--- config.mk ---
export PLATFORM = sky130hd
export DESIGN_NAME = spi_load_scheduler
export DESIGN_NICKNAME = d
export VERILOG_FILES = /design/src/rtl/spi_load_scheduler_pkg.sv /design/src/rtl/burst_len_calc.sv /design/src/rtl/spi_load_scheduler.sv
export SDC_FILE = /design/constraint.sdc
export NUM_CORES = 1
export LEC_CHECK = 0
export CORE_AREA = 2 2 137 192
export DETAILED_ROUTE_END_ITERATION = 8
export DIE_AREA = 0 0 139 194
export PLACE_DENSITY = 0.87
export SYNTH_ARGS = -nofsm -noshare
export SYNTH_HDL_FRONTEND = slang
export SYNTH_SLANG_ARGS = --single-unit
export TNS_END_PERCENT = 5
--- constraint.sdc ---
create_clock -name ap_clk -period 3.8 [get_ports ap_clk]
set_clock_uncertainty 0.2 [all_clocks]
set_input_delay 0.76 -clock ap_clk [delete_from_list [all_inputs] [get_ports ap_clk]]
set_output_delay 0.76 -clock ap_clk [all_outputs]
set_load 0.02 [all_outputs]
--- src/rtl/spi_load_scheduler_pkg.sv ---
// Shared kernel package for the SPI load scheduler: FSM state
// encoding and the AXI 4 KB page constant used by burst splitting.
package spi_load_scheduler_pkg;

    typedef enum logic [2:0] {
        IDLE,
        CALC,
        ISSUE,
        DRAIN,
        DONE
    } state_e;

    localparam int unsigned PAGE_BYTES = 4096;

endpackage

--- src/rtl/burst_len_calc.sv ---
// Combinational burst sizer: beats for the next command, limited by
// remaining beats, C_MAX_BEATS and the distance to the next 4 KB page.
// Ports: page_off_i  low 12 address bits (beat aligned)
//        remaining_i beats still to request
//        beats_o     beats for this burst
module burst_len_calc
    import spi_load_scheduler_pkg::*;
#(
    parameter int unsigned C_DATA_WIDTH = 32,
    parameter int unsigned C_MAX_BEATS  = 256
) (
    input  logic [11:0] page_off_i,
    input  logic [31:0] remaining_i,
    output logic [31:0] beats_o
);

    localparam int unsigned BPB  = C_DATA_WIDTH / 8;
    localparam int unsigned OFFW = $clog2(BPB);

    logic [31:0] page_beats;
    logic [31:0] lim;

    always_comb begin
        page_beats = (PAGE_BYTES - {20'd0, page_off_i}) >> OFFW;
        lim = (remaining_i < C_MAX_BEATS) ? remaining_i : C_MAX_BEATS;
        beats_o = (page_beats < lim) ? page_beats : lim;
    end

endmodule

--- src/rtl/spi_load_scheduler.sv ---
// Splits a beat-count load request into AXI read bursts that never cross
// a 4 KB page, with a cap on outstanding bursts.
// Ports: ap_clk/areset (sync, active-high); start, spi_enable, base_addr,
//        instr_num request; cmd_valid/cmd_ready, cmd_addr, cmd_len burst
//        command; cmp_valid burst completion; busy, done, err status.
module spi_load_scheduler
    import spi_load_scheduler_pkg::*;
#(
    parameter int unsigned C_ADDR_WIDTH      = 64,
    parameter int unsigned C_DATA_WIDTH      = 32,
    parameter int unsigned C_MAX_BEATS       = 256,
    parameter int unsigned C_MAX_OUTSTANDING = 4
) (
    input  logic                    ap_clk,
    input  logic                    areset,
    input  logic                    start,
    input  logic                    spi_enable,
    input  logic [C_ADDR_WIDTH-1:0] base_addr,
    input  logic [31:0]             instr_num,
    output logic                    cmd_valid,
    input  logic                    cmd_ready,
    output logic [C_ADDR_WIDTH-1:0] cmd_addr,
    output logic [7:0]              cmd_len,
    input  logic                    cmp_valid,
    output logic                    busy,
    output logic                    done,
    output logic                    err
);

    localparam int unsigned BPB  = C_DATA_WIDTH / 8;
    localparam int unsigned OFFW = $clog2(BPB);
    localparam int unsigned OW   = $clog2(C_MAX_OUTSTANDING + 1);
    localparam logic [C_ADDR_WIDTH-1:0] ALIGN_MASK =
        ~C_ADDR_WIDTH'(BPB - 1);

    state_e                  state_q, state_d;
    logic [C_ADDR_WIDTH-1:0] addr_q, addr_d;
    logic [31:0]             rem_q, rem_d;
    logic [31:0]             beats_q, beats_d;
    logic [C_ADDR_WIDTH-1:0] cmd_addr_q, cmd_addr_d;
    logic [7:0]              cmd_len_q, cmd_len_d;
    logic [OW-1:0]           out_q, out_d;
    logic                    err_q, err_d;

    logic        hs;
    logic [31:0] calc_beats;

    burst_len_calc #(
        .C_DATA_WIDTH (C_DATA_WIDTH),
        .C_MAX_BEATS  (C_MAX_BEATS)
    ) u_calc (
        .page_off_i  (addr_q[11:0]),
        .remaining_i (rem_q),
        .beats_o     (calc_beats)
    );

    always_ff @(posedge ap_clk) begin
        if (areset) begin
            state_q    <= IDLE;
            addr_q     <= '0;
            rem_q      <= '0;
            beats_q    <= '0;
            cmd_addr_q <= '0;
            cmd_len_q  <= '0;
            out_q      <= '0;
            err_q      <= 1'b0;
        end else begin
            state_q    <= state_d;
            addr_q     <= addr_d;
            rem_q      <= rem_d;
            beats_q    <= beats_d;
            cmd_addr_q <= cmd_addr_d;
            cmd_len_q  <= cmd_len_d;
            out_q      <= out_d;
            err_q      <= err_d;
        end
    end

    always_comb begin
        state_d = state_q;
        unique case (state_q)
            IDLE: begin
                if (start) begin
                    state_d = (spi_enable && instr_num != 0) ? CALC : DONE;
                end
            end
            CALC:  state_d = ISSUE;
            ISSUE: begin
                if (hs) begin
                    state_d = (rem_q != beats_q) ? CALC : DRAIN;
                end
            end
            DRAIN: begin
                if (out_q == '0) begin
                    state_d = DONE;
                end
            end
            DONE:    state_d = IDLE;
            default: state_d = IDLE;
        endcase
    end

    always_comb begin
        cmd_valid = (state_q == ISSUE) && (out_q < OW'(C_MAX_OUTSTANDING));
        busy      = (state_q != IDLE);
        done      = (state_q == DONE);
        err       = err_q;
        cmd_addr  = cmd_addr_q;
        cmd_len   = cmd_len_q;
    end

    assign hs = cmd_valid && cmd_ready;

    always_comb begin
        addr_d     = addr_q;
        rem_d      = rem_q;
        beats_d    = beats_q;
        cmd_addr_d = cmd_addr_q;
        cmd_len_d  = cmd_len_q;
        out_d      = out_q;
        err_d      = err_q;
        if (state_q == IDLE && start) begin
            addr_d = base_addr & ALIGN_MASK;
            rem_d  = instr_num;
            err_d  = 1'b0;
        end
        if (state_q == CALC) begin
            beats_d    = calc_beats;
            cmd_addr_d = addr_q;
            cmd_len_d  = 8'(calc_beats - 32'd1);
        end
        if (hs) begin
            addr_d = addr_q + (C_ADDR_WIDTH'(beats_q) << OFFW);
            rem_d  = rem_q - beats_q;
        end
        // Simultaneous issue and completion cancel; a completion with
        // nothing outstanding is a protocol error and must not wrap.
        unique case ({hs, cmp_valid})
            2'b10: out_d = out_q + OW'(1);
            2'b01: begin
                if (out_q != '0) begin
                    out_d = out_q - OW'(1);
                end else begin
                    err_d = 1'b1;
                end
            end
            default: out_d = out_q;
        endcase
    end

endmodule

* Yosys cells after proc, flatten, opt, wreduce, memory -nomap -nowiden *
Index checks and enable logic that the tools add are counted.

cells by class
  $add $sub $neg = 6
  multiplexer cells = 17
  reductions and logical operators = 13
  shifts and indexed selects = 0
  eq/ne operators = 11
  bitwise operators = 0
  $mul = 0
  divide/modulo/power cells = 0
  $lt $le $gt $ge = 3

operators with widths
  operator                                                     number
  2-to-1 mux 32 bit                                            4
  2-to-1 mux 64 bit                                            2
  adder 64 x 34 -> 64 bit                                      1
  less-than comparator 30 x 32 -> 1 bit                        1
  less-than comparator 32 x 9 -> 1 bit, second input constant  1
  != test 32 bit                                               1
  nonzero test 32 bit                                          1
  subtractor 32 bit                                            1
  2-to-1 mux 3 bit                                             5
  subtractor 13 x 12 -> 14 bit, first input constant           1
  case mux 3 bit (4 select lines)                              1
  != test 2 bit, second input constant                         4
  subtractor 8 x 1 -> 8 bit, second input constant             1
  equality test 3 x 2 -> 1 bit, second input constant          2
  zero test 3 bit                                              2
  case mux 3 bit (2 select lines)                              1
  nonzero test 3 bit                                           2
  logical AND 1 bit                                            4
  nonzero test 2 bit                                           2
  adder 3 x 1 -> 3 bit, second input constant                  1
  equality test 3 x 1 -> 1 bit, second input constant          1
  equality test 3 bit, second input constant                   1
  less-than comparator 3 bit, second input constant            1
  2-to-1 mux 1 bit                                             3
  other kinds (6)                                              6

storage, ports and cells
  memory bits (writable) = 0
  bits in registers = 207
  bits in read-only memories = 0
  output and inout port bits = 76
  word-level logic and storage cells = 58
  memories kept = 0
  bits in latches = 0

* Depth between registers and ports, before layout *
  depth after elaboration = 6
  depth in mapped cells = 19

* By module *
From an unflattened synthesis, not the netlist that was laid out.

second synthesis, totals
  cell total of the unflattened synthesis = 1749
  area, all modules = 13011.2 sq um

by module, submodules not included
  module              times used  cells each  area an instance (sq um)
  spi_load_scheduler  1           1645        12236.7
  burst_len_calc      1           104         774.5

* Least setup slack after synthesis *
No wires, ideal clock.

  path type = register -> register
  from = register rem_q[31]
  to = register cmd_len_q[6], in the netlist cmd_len[6]
  slack = -353 ps
  library setup time = 132 ps
  stages on the path, launching flop included = 20
  period minus slack after synthesis = 4153 ps
  data arrival time = 3821 ps
  path buffers = 2
  path through = dfxtp_1 -> nor4_1 -> nand4_1 -> nor2_1 -> clkbuf_1 -> nand2_1 -> ha_1 -> a21o_1 -> a21o_1 -> a21oi_1 -> o21ai_0 -> a21oi_2 -> buf_2 -> nor4_1 -> a21oi_1 -> ha_1 -> inv_1 -> or4_1 -> nand3b_1 -> a21oi_1

between the ends
  word-level cells in the longest chain between the ends = 5

ends and longest elaborated chain
  what                                   RTL line                   source
  from (decl)                            spi_load_scheduler.sv:38   logic [31:0] rem_q, rem_d;
  from (signal assigned)                 spi_load_scheduler.sv:70   rem_q <= rem_d;
  less-than comparator 32 x 9 -> 1 bit   burst_len_calc.sv:25       lim = (remaining_i < C_MAX_BEATS) ? remaining_i : C_MAX_BEATS;
  2-to-1 mux 32 bit *                    burst_len_calc.sv:25
  less-than comparator 30 x 32 -> 1 bit  burst_len_calc.sv:26       beats_o = (page_beats < lim) ? page_beats : lim;
  2-to-1 mux 32 bit *                    burst_len_calc.sv:26
  subtractor 8 x 1 -> 8 bit *            spi_load_scheduler.sv:130  cmd_len_d = 8'(calc_beats - 32'd1);
  to (signal assigned)                   spi_load_scheduler.sv:73   cmd_len_q <= cmd_len_d;
  to (decl)                              spi_load_scheduler.sv:41   logic [7:0] cmd_len_q, cmd_len_d;

Mark *: on every way between the ends. The rest lies on a longest branch, timed or not.
A chain may end at the register's enable or synchronous reset.

* Worst setup path after layout *
  from = register rem_q[20]
  to = register cmd_len_q[6], in the netlist cmd_len[6]

The elaborated chain is that of the path after synthesis.

==> results_dict.tcl <==
set metrics [dict create \
    avgViaCountPerCell 6.00 \
    hold_start "cmd_addr[18]" \
    worstPathCellList "nor4_4 > nand4_1 > nor2_4 > buf_6 > nand2_4 > ha_4 > a21o_1 > a21o_1 > a21oi_2 > o21ai_2 > a21oi_4 > nor4_2 > a21oi_1 > ha_2 > inv_2 > or4_4 > nand3b_1 > a21oi_2" \
    syn_area_per_cell_um2 7.78 \
    grt-ovfl-total 0 \
    p_total_mw 7.03 \
    grtUsageTotal_pct 27.0 \
    antenna_found_initial 0 \
    p_per_area_nw_per_um2 450 \
    place_hpwl_um 27800 \
    crit_family "simple AND/OR/NAND/NOR gates" \
    syn_inst 1596 \
    place.gp.congestion 0.924 \
    top_usage_layer "met2" \
    via_count 12700 \
    worst_slack_ns -0.0875 \
    num_rows 69 \
    place_area_um2 14700 \
    area.growth.synth_to_final_pct 25.8 \
    vdd_ir_drop_max_mv 0.323 \
    worstPathArrival_ns 4.06 \
    hold_depth 2 \
    n_antenna_cell 0 \
    clockRootBuffer "clkbuf_16" \
    initial_utilization_pct 49.3 \
    ctsHoldBuffers 0 \
    drtPass1Iterations 7 \
    max_stage_delay_ns 0.50 \
    worstSetupStartpoint "rem_q[20]" \
    synth-edff-count 0 \
    violations "negative setup slack" \
    min_period_ns 3.89 \
    wl_per_cell_um 18.1 \
    drv_slew 0 \
    post-route-util_pct 62.0 \
    cp_slowest_cell "or4_4" \
    critPathKind "reg2reg" \
    cts_sinks 203 \
    path_buf_inv 2 \
    core_area_um2 25200 \
    setup_viol 1 \
    cp.depth 18 \
    endpoint_kind "register" \
    io_buffer_count 173 \
    grt_pass1_wl_um 61100 \
    wl_um 38100 \
    timing.fmax_ghz 0.257 \
    slew_headroom_pct 23.0 \
    numCtsBuffers 22 \
    nets 1956 \
    outcome "finished, violations left" \
    clk_path_buf_depth 3 \
    rsz0062_at_grt "yes" \
    critPathLaunchType "register" \
    synthDistinctLibCells 85 \
    final_area_um2 15600 \
    fp.dieW_um 139 \
    grt_pass1_vias 12400 \
    num_io_pins 178 \
    yosysSeqAreaShare_pct 32.7 \
    r2r-start "rem_q[20]" \
    ys_ff_latch 203 \
    clk_pin_slew_ns 0.06 \
    ys_warn_count 0 \
    met3_usage_pct 4.05 \
    drc 0 \
    netlist_area_um2 12400 \
    holdPathEnd "cmd_addr[18]" \
    htree_levels 1 \
    synthFlopType "dfxtp_1" \
    nFillCells 2183 \
    min_path_type "reg2reg" \
    hold_viol 0 \
    die_area_um2 27000 \
    dpl.cell_count 2063 \
    ff2ff_setup_slack_ns -0.09 \
    cp.required_ns 3.98 \
    fin_crit_sh_pct 102 \
    cts_tree "built" \
    postSynth.asyncResetShare_pct 0 \
    leakagePower_nw 6.15 \
    whs_ns 0.251 \
    cp_max_fo 4 \
    worstReg2RegEnd "cmd_len[6]" \
    grt_start_max_net_pins 71 \
    final_cells 2109 \
    maxCapViolCount 0 \
    grtUsageMet2_pct 47.8 \
    ant_nets 0 \
    use_met1_pct 31.5 \
    tightest_slew_ns 1.16 \
    die_y_um 194 \
    drive_gt1_share_pct 9.66 \
    clkLatencyLatePin_ns 0.52 \
    first_iter_violations 753 \
    reg2regPathDepth 18 \
]
-- repair_timing --
action | 4_1_cts | 5_1_grt
pin swaps | 6 | 15
setup endpoints to repair | 1 | 5
buffers inserted | 2 | 5
hold endpoints to repair | 0 | 0
resized for setup | 14 | 9
-- cells in the final DEF (no fill, tap or decap), types with 6 or more instances in the layout --
| cell | instances |
|---|---|
| a31o_2 | 9 |
| nand2_1 | 310 |
| nand2b_1 | 22 |
| nand4b_1 | 7 |
| and3_1 | 23 |
| mux2i_1 | 10 |
| a211oi_1 | 32 |
| clkdlybuf4s50_1 | 172 |
| dfxtp_1 | 201 |
| clkbuf_8 | 8 |
| a21oi_2 | 6 |
| or3_1 | 23 |
| xor2_1 | 25 |
| a22oi_1 | 9 |
| a21oi_1 | 146 |
| nor4_1 | 18 |
| and2_1 | 8 |
| o21a_1 | 11 |
| buf_4 | 66 |
| nor2_1 | 111 |
| a21o_1 | 40 |
| ha_1 | 72 |
| clkbuf_16 | 23 |
| nand3_1 | 24 |
| inv_1 | 54 |
| o21bai_1 | 12 |
| o211ai_1 | 13 |
| a31oi_1 | 26 |
| o21ai_0 | 39 |
| nand3b_1 | 8 |
| a311oi_1 | 43 |
| xnor2_1 | 37 |
| nand4_1 | 18 |
| nor3_1 | 37 |
-- how the worst max path moves through the flow --
stage | to
detailed placement | cmd_len[6]
finish | cmd_len[6]
floorplan | cmd_len[6]
global placement | cmd_len[6]
global route | cmd_len[6]
CTS | cmd_len[6]
-- stage by stage --
step	worst slack (ns)	TNS, ns
detailed placement	-0.124	-0.124
global route	-0.260	-0.301
CTS	0.000137	0
finish	-0.0875	-0.0875
floorplan	0.0305	0
global placement	-0.0595	-0.0595
-- worst register-to-register path, cell delays in order (launching register included) --
cell and delay, ns:
dfxtp_2 0.34, nor4_4 0.30, nand4_1 0.24, nor2_4 0.21, buf_6 0.13, nand2_4 0.05, ha_4 0.25, a21o_1 0.15
a21o_1 0.16, a21oi_2 0.13, o21ai_2 0.09, a21oi_4 0.17, nor4_2 0.07, a21oi_1 0.25, ha_2 0.27, inv_2 0.05
or4_4 0.50, nand3b_1 0.12, a21oi_2 0.07
-- state kept, by name (all words and copies together) (netlist names) --
| name | flops |
|---|---|
| state_q | 3 |
| err | 1 |
| cmd_addr | 62 |
| out_q | 3 |
| beats_q | 32 |
| cmd_len | 8 |
| addr_q | 62 |
| rem_q | 32 |
-- final cells by class --
type                       instances  area (um2)  area share (%)
multi-input combinational       1251        7950            50.9
tap                              319         399            2.56
inverter                          55         206            1.32
timing repair buffer             242        2270            14.5
clock buffer                      35         701            4.49
sequential                       203        4070            26.0
clock inverter                     4        22.5           0.144
-- kinds of logic (layout without fill, tap and decap cells) --
kind of cell	after synthesis	in the layout	synth area share, %
fa+ha+maj	79	79	8.14
simple gates	647	647	24.3
flops	203	203	32.7
xor+xnor	62	62	4.37
other cells	2	4	0.0605
compound gates	448	448	25.0
mux	11	11	0.897
buf+inv	144	336	4.45
-- Yosys cell counts, types with 3 or more instances --
| cell | instances | area share (%) |
|---|---|---|
| a311oi_1 | 43 | 3.0 |
| o21bai_1 | 12 | 0.73 |
| nand2_1 | 313 | 9.5 |
| o21ai_0 | 41 | 1.7 |
| a21oi_2 | 3 | 0.21 |
| nand3b_1 | 8 | 0.48 |
| nand4_1 | 18 | 0.91 |
| o211ai_1 | 13 | 0.79 |
| mux2i_1 | 10 | 0.81 |
| o31a_1 | 4 | 0.28 |
| o2111ai_1 | 3 | 0.21 |
| nand4b_1 | 7 | 0.49 |
| o21a_1 | 11 | 0.66 |
| a21oi_1 | 150 | 6.0 |
| ha_1 | 76 | 7.7 |
| xnor2_1 | 37 | 2.6 |
| fa_1 | 3 | 0.48 |
| or3_1 | 23 | 1.2 |
| a31o_2 | 9 | 0.63 |
| and2_1 | 9 | 0.45 |
| dfxtp_1 | 203 | 33 |
| nor2_1 | 113 | 3.4 |
| and4_1 | 4 | 0.28 |
| clkbuf_1 | 73 | 2.2 |
| nand3_1 | 24 | 0.97 |
| a31oi_1 | 26 | 1.3 |
| nor2b_1 | 4 | 0.20 |
| nand2b_1 | 22 | 1.1 |
| xor2_1 | 25 | 1.8 |
| a2111oi_0 | 5 | 0.35 |
| a21o_1 | 40 | 2.4 |
| buf_2 | 4 | 0.16 |
| buf_1 | 10 | 0.30 |
| inv_1 | 55 | 1.7 |
| or2_2 | 5 | 0.25 |
| nor3_1 | 37 | 1.5 |
| nor4_1 | 22 | 1.1 |
| a21boi_0 | 4 | 0.24 |
| a22oi_1 | 9 | 0.54 |
| o22ai_1 | 5 | 0.25 |
| a211oi_1 | 32 | 1.9 |
| and3_1 | 23 | 1.2 |
-- power by group --
group          total, mW  internal [mW]  switching [mW]
logic               2.41           1.05            1.36
clock network       2.16           1.26           0.903
registers           2.46           2.30           0.164
total               7.03           4.60            2.43
-- per-layer routing --
layer	routed length, um	up-vias
met3	2590	116
met5	0	-
met4	1900	0
met2	18800	510
met1	14800	5912
li1	-	6116
(Power assumes the default switching activity.)
